### src/rtl/mem_io_if.sv
// Request/response handshake bundle between the core and mem_io_ctrl.
interface mem_io_if #(
    parameter int unsigned ADDR_W = 32,
    parameter int unsigned DATA_W = 32
);
    logic              req_valid;
    logic              req_ready;
    logic              req_we;
    logic [ADDR_W-1:0] req_addr;
    logic [DATA_W-1:0] req_wdata;
    logic [1:0]        req_size;
    logic              req_sext;
    logic              rsp_valid;
    logic [DATA_W-1:0] rsp_rdata;
    logic              rsp_err;

    modport master (
        output req_valid, req_we, req_addr, req_wdata, req_size, req_sext,
        input  req_ready, rsp_valid, rsp_rdata, rsp_err
    );

    modport slave (
        input  req_valid, req_we, req_addr, req_wdata, req_size, req_sext,
        output req_ready, rsp_valid, rsp_rdata, rsp_err
    );
endinterface

### src/rtl/mem_io_ctrl.sv
// Memory / memory-mapped I/O controller: read-only instruction region, byte-addressable data RAM, I/O channels.
// Define MEM_IO_IRQ_EN to add the io_in change-detect status register and the irq output.
module mem_io_ctrl #(
    parameter int unsigned ADDR_W     = 32,
    parameter int unsigned DATA_W     = 32,
    parameter int unsigned MEM_BYTES  = 64,
    parameter int unsigned IMEM_BYTES = 32,
    parameter int unsigned IO_BASE    = 128,
    parameter int unsigned IO_CH      = 4
) (
    input  logic                    clk,
    input  logic                    rst,
    mem_io_if.slave                 bus,
    output logic [IO_CH*DATA_W-1:0] io_out,
    input  logic [IO_CH*DATA_W-1:0] io_in
`ifdef MEM_IO_IRQ_EN
    ,
    output logic                    irq
`endif
);
    localparam int unsigned       MEM_AW   = $clog2(MEM_BYTES);
    localparam logic [ADDR_W-1:0] IMEM_LIM = ADDR_W'(IMEM_BYTES);
    localparam logic [ADDR_W-1:0] MEM_LIM  = ADDR_W'(MEM_BYTES);
    localparam logic [ADDR_W-1:0] IO_LO    = ADDR_W'(IO_BASE);
    localparam logic [1:0]        SZ_B     = 2'b00;
    localparam logic [1:0]        SZ_H     = 2'b01;
    localparam logic [1:0]        SZ_W     = 2'b10;
    localparam logic [1:0]        SZ_BAD   = 2'b11;

    typedef enum logic [1:0] {IDLE, ACCESS, RESP} state_t;
    state_t state, state_d;

    logic              r_we;
    logic [ADDR_W-1:0] r_addr;
    logic [DATA_W-1:0] r_wdata;
    logic [1:0]        r_size;
    logic              r_sext;

    logic [7:0]              mem [MEM_BYTES];
    logic [IO_CH*DATA_W-1:0] io_in_q;

    logic              in_imem, in_dram, in_io, in_stat, misaligned, acc_err;
    logic              ram_we, io_we;
    logic [ADDR_W-1:0] io_off;
    logic [DATA_W-1:0] mem_word, io_rd, load_data, wdata_sh;
    logic [15:0]       mem_sh;
    logic [3:0]        be;

`ifdef MEM_IO_IRQ_EN
    localparam logic [ADDR_W-1:0] STAT_ADDR = ADDR_W'(IO_BASE + 4 * IO_CH);
    logic [IO_CH*DATA_W-1:0] io_prev;
    logic [IO_CH-1:0]        pending, pending_d;
`endif

    // State register and registered handshake outputs
    always_ff @(posedge clk) begin
        if (rst) begin
            state         <= IDLE;
            bus.req_ready <= 1'b0;
            bus.rsp_valid <= 1'b0;
            bus.rsp_rdata <= '0;
            bus.rsp_err   <= 1'b0;
        end else begin
            state         <= state_d;
            bus.req_ready <= (state_d == IDLE);
            bus.rsp_valid <= (state_d == RESP);
            if (state == ACCESS) begin
                bus.rsp_rdata <= load_data;
                bus.rsp_err   <= acc_err;
            end
        end
    end

    always_comb begin
        state_d = state;
        unique case (state)
            IDLE:    if (bus.req_valid && bus.req_ready) state_d = ACCESS;
            ACCESS:  state_d = RESP;
            RESP:    state_d = IDLE;
            default: state_d = IDLE;
        endcase
    end

    // Request latch on the acceptance edge
    always_ff @(posedge clk) begin
        if (!rst && state == IDLE && bus.req_valid && bus.req_ready) begin
            r_we    <= bus.req_we;
            r_addr  <= bus.req_addr;
            r_wdata <= bus.req_wdata;
            r_size  <= bus.req_size;
            r_sext  <= bus.req_sext;
        end
    end

    // Region decode and legality
    always_comb begin
        acc_err    = 1'b1;
        io_off     = r_addr - IO_LO;
        in_imem    = r_addr < IMEM_LIM;
        in_dram    = !in_imem && (r_addr < MEM_LIM);
        in_io      = (r_addr >= IO_LO) && (io_off[1:0] == 2'b00)
                     && (io_off[ADDR_W-1:2] < (ADDR_W-2)'(IO_CH));
`ifdef MEM_IO_IRQ_EN
        in_stat    = (r_addr == STAT_ADDR);
`else
        in_stat    = 1'b0;
`endif
        misaligned = ((r_size == SZ_H) && r_addr[0]) || ((r_size == SZ_W) && (r_addr[1:0] != 2'b00));
        if (r_size == SZ_BAD)      acc_err = 1'b1;
        else if (in_imem)          acc_err = r_we;
        else if (in_dram)          acc_err = misaligned;
        else if (in_io || in_stat) acc_err = (r_size != SZ_W);
    end

    // Load data path; instruction-region loads always return the aligned word
    always_comb begin
        mem_word  = {mem[{r_addr[MEM_AW-1:2], 2'd3}], mem[{r_addr[MEM_AW-1:2], 2'd2}],
                     mem[{r_addr[MEM_AW-1:2], 2'd1}], mem[{r_addr[MEM_AW-1:2], 2'd0}]};
        mem_sh    = 16'(mem_word >> {r_addr[1:0], 3'b000});
        io_rd     = '0;
        load_data = '0;
        for (int k = 0; k < int'(IO_CH); k++) begin
            if (io_off[ADDR_W-1:2] == (ADDR_W-2)'(k)) io_rd = io_in_q[k*DATA_W +: DATA_W];
        end
        if (!acc_err && !r_we) begin
            if (in_imem) begin
                load_data = mem_word;
            end else if (in_dram) begin
                case (r_size)
                    SZ_B:    load_data = {{(DATA_W-8){r_sext & mem_sh[7]}}, mem_sh[7:0]};
                    SZ_H:    load_data = {{(DATA_W-16){r_sext & mem_sh[15]}}, mem_sh};
                    default: load_data = mem_word;
                endcase
            end else if (in_io) begin
                load_data = io_rd;
            end
`ifdef MEM_IO_IRQ_EN
            if (in_stat) load_data = DATA_W'(pending);
`endif
        end
    end

    always_comb begin
        ram_we   = (state == ACCESS) && !acc_err && r_we && in_dram;
        io_we    = (state == ACCESS) && !acc_err && r_we && in_io;
        wdata_sh = r_wdata << {r_addr[1:0], 3'b000};
        be       = 4'b1111;
        case (r_size)
            SZ_B:    be = 4'b0001 << r_addr[1:0];
            SZ_H:    be = 4'b0011 << r_addr[1:0];
            default: be = 4'b1111;
        endcase
    end

    // Data RAM byte lanes; no reset on the array
    always_ff @(posedge clk) begin
        if (!rst && ram_we) begin
            if (be[0]) mem[{r_addr[MEM_AW-1:2], 2'd0}] <= wdata_sh[7:0];
            if (be[1]) mem[{r_addr[MEM_AW-1:2], 2'd1}] <= wdata_sh[15:8];
            if (be[2]) mem[{r_addr[MEM_AW-1:2], 2'd2}] <= wdata_sh[23:16];
            if (be[3]) mem[{r_addr[MEM_AW-1:2], 2'd3}] <= wdata_sh[31:24];
        end
    end

    always_ff @(posedge clk) begin
        io_in_q <= io_in;
        if (rst) begin
            io_out <= '0;
        end else if (io_we) begin
            for (int k = 0; k < int'(IO_CH); k++) begin
                if (io_off[ADDR_W-1:2] == (ADDR_W-2)'(k)) io_out[k*DATA_W +: DATA_W] <= r_wdata;
            end
        end
    end

`ifdef MEM_IO_IRQ_EN
    // Pending flags: write-1-to-clear, a same-cycle change on the channel wins
    always_comb begin
        pending_d = pending;
        if ((state == ACCESS) && !acc_err && r_we && in_stat) pending_d = pending_d & ~r_wdata[IO_CH-1:0];
        for (int k = 0; k < int'(IO_CH); k++) begin
            if (io_in_q[k*DATA_W +: DATA_W] != io_prev[k*DATA_W +: DATA_W]) pending_d[k] = 1'b1;
        end
    end

    always_ff @(posedge clk) begin
        io_prev <= io_in_q;
        if (rst) begin
            pending <= '0;
            irq     <= 1'b0;
        end else begin
            pending <= pending_d;
            irq     <= |pending_d;
        end
    end
`endif
endmodule

### src/flat_wrapper.sv
// flat-port wrapper written by rule: the top's interface ports become plain ports
module mem_io_ctrl_flat 
#(
    parameter int unsigned ADDR_W     = 32,
    parameter int unsigned DATA_W     = 32,
    parameter int unsigned MEM_BYTES  = 64,
    parameter int unsigned IMEM_BYTES = 32,
    parameter int unsigned IO_BASE    = 128,
    parameter int unsigned IO_CH      = 4
)
  (clk, rst, io_out, io_in, bus_req_valid, bus_req_we, bus_req_addr, bus_req_wdata, bus_req_size, bus_req_sext, bus_req_ready, bus_rsp_valid, bus_rsp_rdata, bus_rsp_err);
  mem_io_if #(.ADDR_W(ADDR_W), .DATA_W(DATA_W)) bus_i ();
  input  logic clk;
  input  logic rst;
  output logic [IO_CH*DATA_W-1:0] io_out;
  input  logic [IO_CH*DATA_W-1:0] io_in;
  input wire logic [$bits(bus_i.req_valid)-1:0] bus_req_valid;
  input wire logic [$bits(bus_i.req_we)-1:0] bus_req_we;
  input wire logic [$bits(bus_i.req_addr)-1:0] bus_req_addr;
  input wire logic [$bits(bus_i.req_wdata)-1:0] bus_req_wdata;
  input wire logic [$bits(bus_i.req_size)-1:0] bus_req_size;
  input wire logic [$bits(bus_i.req_sext)-1:0] bus_req_sext;
  output wire logic [$bits(bus_i.req_ready)-1:0] bus_req_ready;
  output wire logic [$bits(bus_i.rsp_valid)-1:0] bus_rsp_valid;
  output wire logic [$bits(bus_i.rsp_rdata)-1:0] bus_rsp_rdata;
  output wire logic [$bits(bus_i.rsp_err)-1:0] bus_rsp_err;
  assign bus_i.req_valid = bus_req_valid;
  assign bus_i.req_we = bus_req_we;
  assign bus_i.req_addr = bus_req_addr;
  assign bus_i.req_wdata = bus_req_wdata;
  assign bus_i.req_size = bus_req_size;
  assign bus_i.req_sext = bus_req_sext;
  assign bus_req_ready = bus_i.req_ready;
  assign bus_rsp_valid = bus_i.rsp_valid;
  assign bus_rsp_rdata = bus_i.rsp_rdata;
  assign bus_rsp_err = bus_i.rsp_err;
  mem_io_ctrl #(.ADDR_W(ADDR_W), .DATA_W(DATA_W), .MEM_BYTES(MEM_BYTES), .IMEM_BYTES(IMEM_BYTES), .IO_BASE(IO_BASE), .IO_CH(IO_CH)) u_core (.clk(clk), .rst(rst), .bus(bus_i), .io_out(io_out), .io_in(io_in));
endmodule
### config.mk
export PLATFORM = sky130hd
export DESIGN_NAME = mem_io_ctrl_flat
export DESIGN_NICKNAME = d
export VERILOG_FILES = /design/src/rtl/mem_io_if.sv /design/src/rtl/mem_io_ctrl.sv /design/src/flat_wrapper.sv
export SDC_FILE = /design/constraint.sdc
export NUM_CORES = 1
export LEC_CHECK = 0
export ABC_AREA = 0
export BUFFER_PORTS_ARGS = -buffer_cell sky130_fd_sc_hd__clkbuf_2
export CAP_MARGIN = 15
export CORE_MARGIN = 10
export CORE_UTILIZATION = 50
export CTS_CLUSTER_DIAMETER = 100
export DETAILED_ROUTE_END_ITERATION = 10
export GPL_TIMING_DRIVEN = 0
export PLACE_DENSITY = 0.7
export SETUP_SLACK_MARGIN = 0.02
export SLEW_MARGIN = 20
export SYNTH_ARGS = -nofsm -noshare
export SYNTH_HDL_FRONTEND = slang
export SYNTH_SLANG_ARGS = --single-unit
### constraint.sdc
create_clock -name clk -period 16.2 [get_ports clk]
set_input_delay 4.05 -clock clk [delete_from_list [all_inputs] [get_ports clk]]
set_output_delay 4.05 -clock clk [all_outputs]
set_load 0.02 [all_outputs]
# == Word level (Yosys, flattened, before mapping) ==
# Memory sizes are Yosys's and may differ from the RTL's. A register that Yosys moved wholly into a read port is not among the register bits.
# Cells that the tools add are included.
# totals
in_bits,199
output_inout_bits,163
ramBits,512
memories,1
regBits,361
word_cells,98
# mem_list
name,depth,word_bits,rd,rd_ports_with_merged_regs,wr,line_no,rtl
u_core.mem,64,8,4,4,4,mem_io_ctrl.sv:39,logic [7:0] mem [MEM_BYTES];
# op_classes
reduce_logical,30
shifts,4
muxes,32
bitwise,2
addsub,1
n_eq_ne,9
magnitude_cmp,4
# op_table
op,n
32-bit 2-to-1 mux,8
32-bit case mux with 2 select lines,1
30-bit by 2-bit == test with 1-bit output (second input constant),2
32-bit by 8-bit greater-or-equal comparator with 1-bit output (second input constant),1
32-bit by 6-bit less-than comparator with 1-bit output (second input constant),1
32-bit by 7-bit less-than comparator with 1-bit output (second input constant),1
32-bit by 5-bit left shift with 32-bit output,1
32-bit by 5-bit >> shifter with 16-bit output,1
32-bit by 8-bit subtractor with 32-bit output (second input constant),1
30-bit by 1-bit == test with 1-bit output (second input constant),1
30-bit zero test,1
30-bit by 3-bit less-than comparator with 1-bit output (second input constant),1
6-bit 2-to-1 mux,4
1-bit 2-to-1 mux,16
1-bit logical AND,15
2-bit zero test,4
4-bit case mux with 2 select lines,1
2-bit AND reduction,4
2-bit == test (second input constant),3
2-bit by 1-bit == test with 1-bit output (second input constant),2
1-bit zero test,4
2-bit case mux with 2 select lines,1
1-bit by 2-bit left shift with 4-bit output (first input constant),1
2-bit by 2-bit left shift with 4-bit output (first input constant),1
5 further kinds,6

# == Longest topological paths before layout ==
# logic_depth
depth_word,15
depth_mapped,12
mapped_depth_nobuf,10

# == Worst setup path before layout ==
# Ideal clock, no wire load.
# synth_path
path_type,input-to-reg
start,in rst
end,reg (tool-made name)
cell_stages,3
path_slack_ns,4.087
t_required_ns,16.108
t_arrival_ns,12.021
setup_time_ns,0.092
path_buffers,1
cell_sequence,clkbuf_1 > nor4_1 > mux2_2
# synth_rtl
element,line_no,rtl
from (decl),flat_wrapper.sv:14,input logic rst;

==> results.sh <==
export IMPL_final_cells=3749
export IMPL_fin_crit_ns=6.38
export IMPL_grt_setup_unrepaired="false"
export IMPL_worst_slew_pin_slew_ns=1.08
export IMPL_path_class="in2reg"
export IMPL_tritoncts="yes"
export IMPL_fp_dieW_um=276
export IMPL_final_util_pct=62.0
export IMPL_status="completed"
export IMPL_fin_crit_sh_pct=39.4
export IMPL_clk_latency_ns=0.63
export IMPL_synth_cell_types=76
export IMPL_layout_common_cells="edfxtp_1 (580), clkbuf_2 (360), dfxtp_1 (296)"
export IMPL_finClkSkew_ns=0.0290
export IMPL_drtIter0Drc=2125
export IMPL_final_cell_area_mm2=0.0401
export IMPL_cts_root_buf="clkbuf_16"
export IMPL_timing_rr_start="u_core.r_addr[26]"
export IMPL_place_congestion=0.924
export IMPL_reg2reg_depth=10
export IMPL_cts_sinks=876
export IMPL_hold_path_end="u_core.io_out[24]"
export IMPL_drive_above_1_share_pct=29.9
export IMPL_netlist_instances=2068
export IMPL_ctsHoldBuffers=0
export IMPL_coreArea_mm2=0.0647
export IMPL_hold_violations=0
export IMPL_cp_arrival_ns=6.70
export IMPL_drt_vias_per_instance=5.58
export IMPL_start_util_pct=50.8
export IMPL_rr_endpoint="u_core.mem[55][2]"
export IMPL_r2r_slack_ns=11.10
export IMPL_cts_resized=0
export IMPL_drv_cap=0
export IMPL_grt_usage_pct=24.4
export IMPL_setup_viol=0
export IMPL_maxSlewHeadroom_pct=28.1
export IMPL_dieHeight_um=276
export IMPL_start_kind="primary input"
export IMPL_nets=3020
export IMPL_io_buffers=360
export IMPL_holdCritStartpoint="u_core.io_out[24]"
export IMPL_hpwlAfterDp_um=71400
export IMPL_worst_hold_path_type="reg2reg"
export IMPL_cts_buffers_inserted=86
export IMPL_worst_hold_slack_ns=0.452
export IMPL_crit_path_end_kind="flip-flop"
export IMPL_synthArstFlopShare_pct=0
export IMPL_ys_seq_area_share_pct=71.1
export IMPL_yosysWarnings=0
export IMPL_synthFlopType="edfxtp_1"
export IMPL_grt_antenna_before_repair=8
export IMPL_syn_area_per_cell_um2=15.9
export IMPL_routed_wl_um=95600
export IMPL_netlist_area_mm2=0.0329
export IMPL_h_tree_depth=3
export IMPL_dp_slack_ns=9.28
export IMPL_finalSetupTns_ns=0
export IMPL_placed_area_mm2=0.0372
export IMPL_setup_slack_ns=9.82
export IMPL_dr_pass1_iters=5
export IMPL_dp_cells=3587
export IMPL_p_leak_nw=14.9
export IMPL_grt_max_degree=17
export IMPL_slew_viol_final=0
export IMPL_critPathRequiredTime_ns=16.52
export IMPL_ant_nets=0
export IMPL_grt_first_pass_wirelength_um=139000
export IMPL_grt_pass1_vias=21277
export IMPL_synth_ff_latch_count=876
export IMPL_fmax_mhz=157
export IMPL_die_area_mm2=0.0764
export IMPL_wl_per_cell_um=25.5
export IMPL_layout_commonest_cell="edfxtp_1"
export IMPL_grt_overflow=0
export IMPL_core_rowCount=93
export IMPL_fillers=4939
export IMPL_crit_fanout=10
export IMPL_drc=0
export IMPL_cts_setup_buffers=0
export IMPL_ctsLongestPathBuffers=3
export IMPL_ir_worst_vdd_mv=0.0979
export IMPL_via_count=20930
export IMPL_power_density_mw_per_mm2=117
export IMPL_io_pins=362
export IMPL_hold_depth=2
export IMPL_clkTransAtPathRegs_ns=0.06
export IMPL_areaGrowthSynthToFinish_pct=22.1
export IMPL_finalPower_mw=4.71
export IMPL_synth_edf_count=580
==> cells by family (layout without fill, tap and decap cells) <==
family	count (synthesis)	after routing	synth area share (%)
AO/OA/AOI/OAI	303	303	5.93
multiplexers	248	248	13.9
AND/OR/NAND/NOR	500	500	7.05
XOR/XNOR	1	1	0.0267
buffers and inverters	138	704	1.98
adder cells (fa/ha/maj)	1	1	0.0381
other	1	261	0.0114
flip-flops	876	876	71.1
==> area by class of cell <==
cell class | instances | area [um^2] | share of cell area [%]
antenna | 5 | 12.5 | 0.0312
buffer | 132 | 628 | 1.57
clock buffer | 114 | 2420 | 6.04
clock inverter | 43 | 460 | 1.15
inverter | 6 | 22.5 | 0.0561
multi-input combinational | 1309 | 10100 | 25.1
sequential | 876 | 23300 | 58.2
tap | 855 | 1070 | 2.67
timing repair buffer | 409 | 2100 | 5.23
==> layer usage <==
| layer | wire length, um | vias to the layer above | track usage [%] |
|---|---|---|---|
| li1 | - | 9203 | - |
| met1 | 36500 | 10645 | 30.0 |
| met2 | 48900 | 896 | 42.2 |
| met3 | 6620 | 184 | 4.65 |
| met4 | 3610 | 2 | 9.28 |
| met5 | 20 | - | 0 |
==> power breakdown <==
group | internal [mW] | total [mW] | leakage (nW) | switching, mW
Clock | 1.20 | 2.03 | 1.42 | 0.828
Combinational | 0.0904 | 0.226 | 5.43 | 0.135
Sequential | 2.43 | 2.46 | 8.00 | 0.0230
==> how the worst max path moves through the flow <==
stage / start / to / slack (ns) / depth (start not counted)
3_3_place_gp: rst / flip-flop / 0.19 / 3
5_1_grt: rst / u_core.mem[51][6] / 9.74 / 6
2_1_floorplan: rst / flip-flop / 4.09 / 3
3_5_place_dp: rst / u_core.mem[51][1] / 9.28 / 6
4_1_cts: rst / u_core.mem[49][2] / 9.91 / 6
6_report: rst / u_core.mem[51][6] / 9.82 / 6
==> sequential cells by signal, summed over array words and instances (netlist names), named ones only <==
signal	cells
u_core.r_addr	32
u_core.io_in_q	128
u_core.mem	512
u_core.r_size	2
u_core.bus.rsp_rdata	32
u_core.r_we	1
u_core.r_wdata	32
u_core.bus.req_ready	1
u_core.r_sext	1
u_core.state	2
u_core.io_out	128
u_core.bus.rsp_err	1
==> Yosys cell counts (all sizes together), types with 4 or more instances <==
cell,n,area (um^2)
and2,11,68.8
o2bb2ai,4,35.0
dfxtp,296,5930
buf,74,410
or3,4,25.0
o32a,13,130
a32o,4,40.0
nor2b,22,138
nand2,257,965
nand3,10,55.1
or2,5,31.3
edfxtp,580,17400
nor3,12,105
o21ai,48,244
o31ai,21,203
nand4,5,31.3
inv,5,18.8
a211o,4,35.0
and3,4,25.0
a22oi,7,52.6
mux2i,57,571
nor2,109,409
clkbuf,58,218
o22ai,22,138
a22o,5,43.8
mux4,164,3690
nor4,39,280
a211oi,9,67.6
o21bai,5,37.5
mux2,27,304
o211ai,5,42.5
nand2b,8,50.1
a21oi,130,651
==> worst max-delay path, stage by stage <==
cell and delay, ns:
clkbuf_1 0.26, nor2b_1 0.36, nand3_1 0.47, clkbuf_1 0.48
nor4_2 0.75, buf_2 0.33
(Power assumes the default switching activity.)
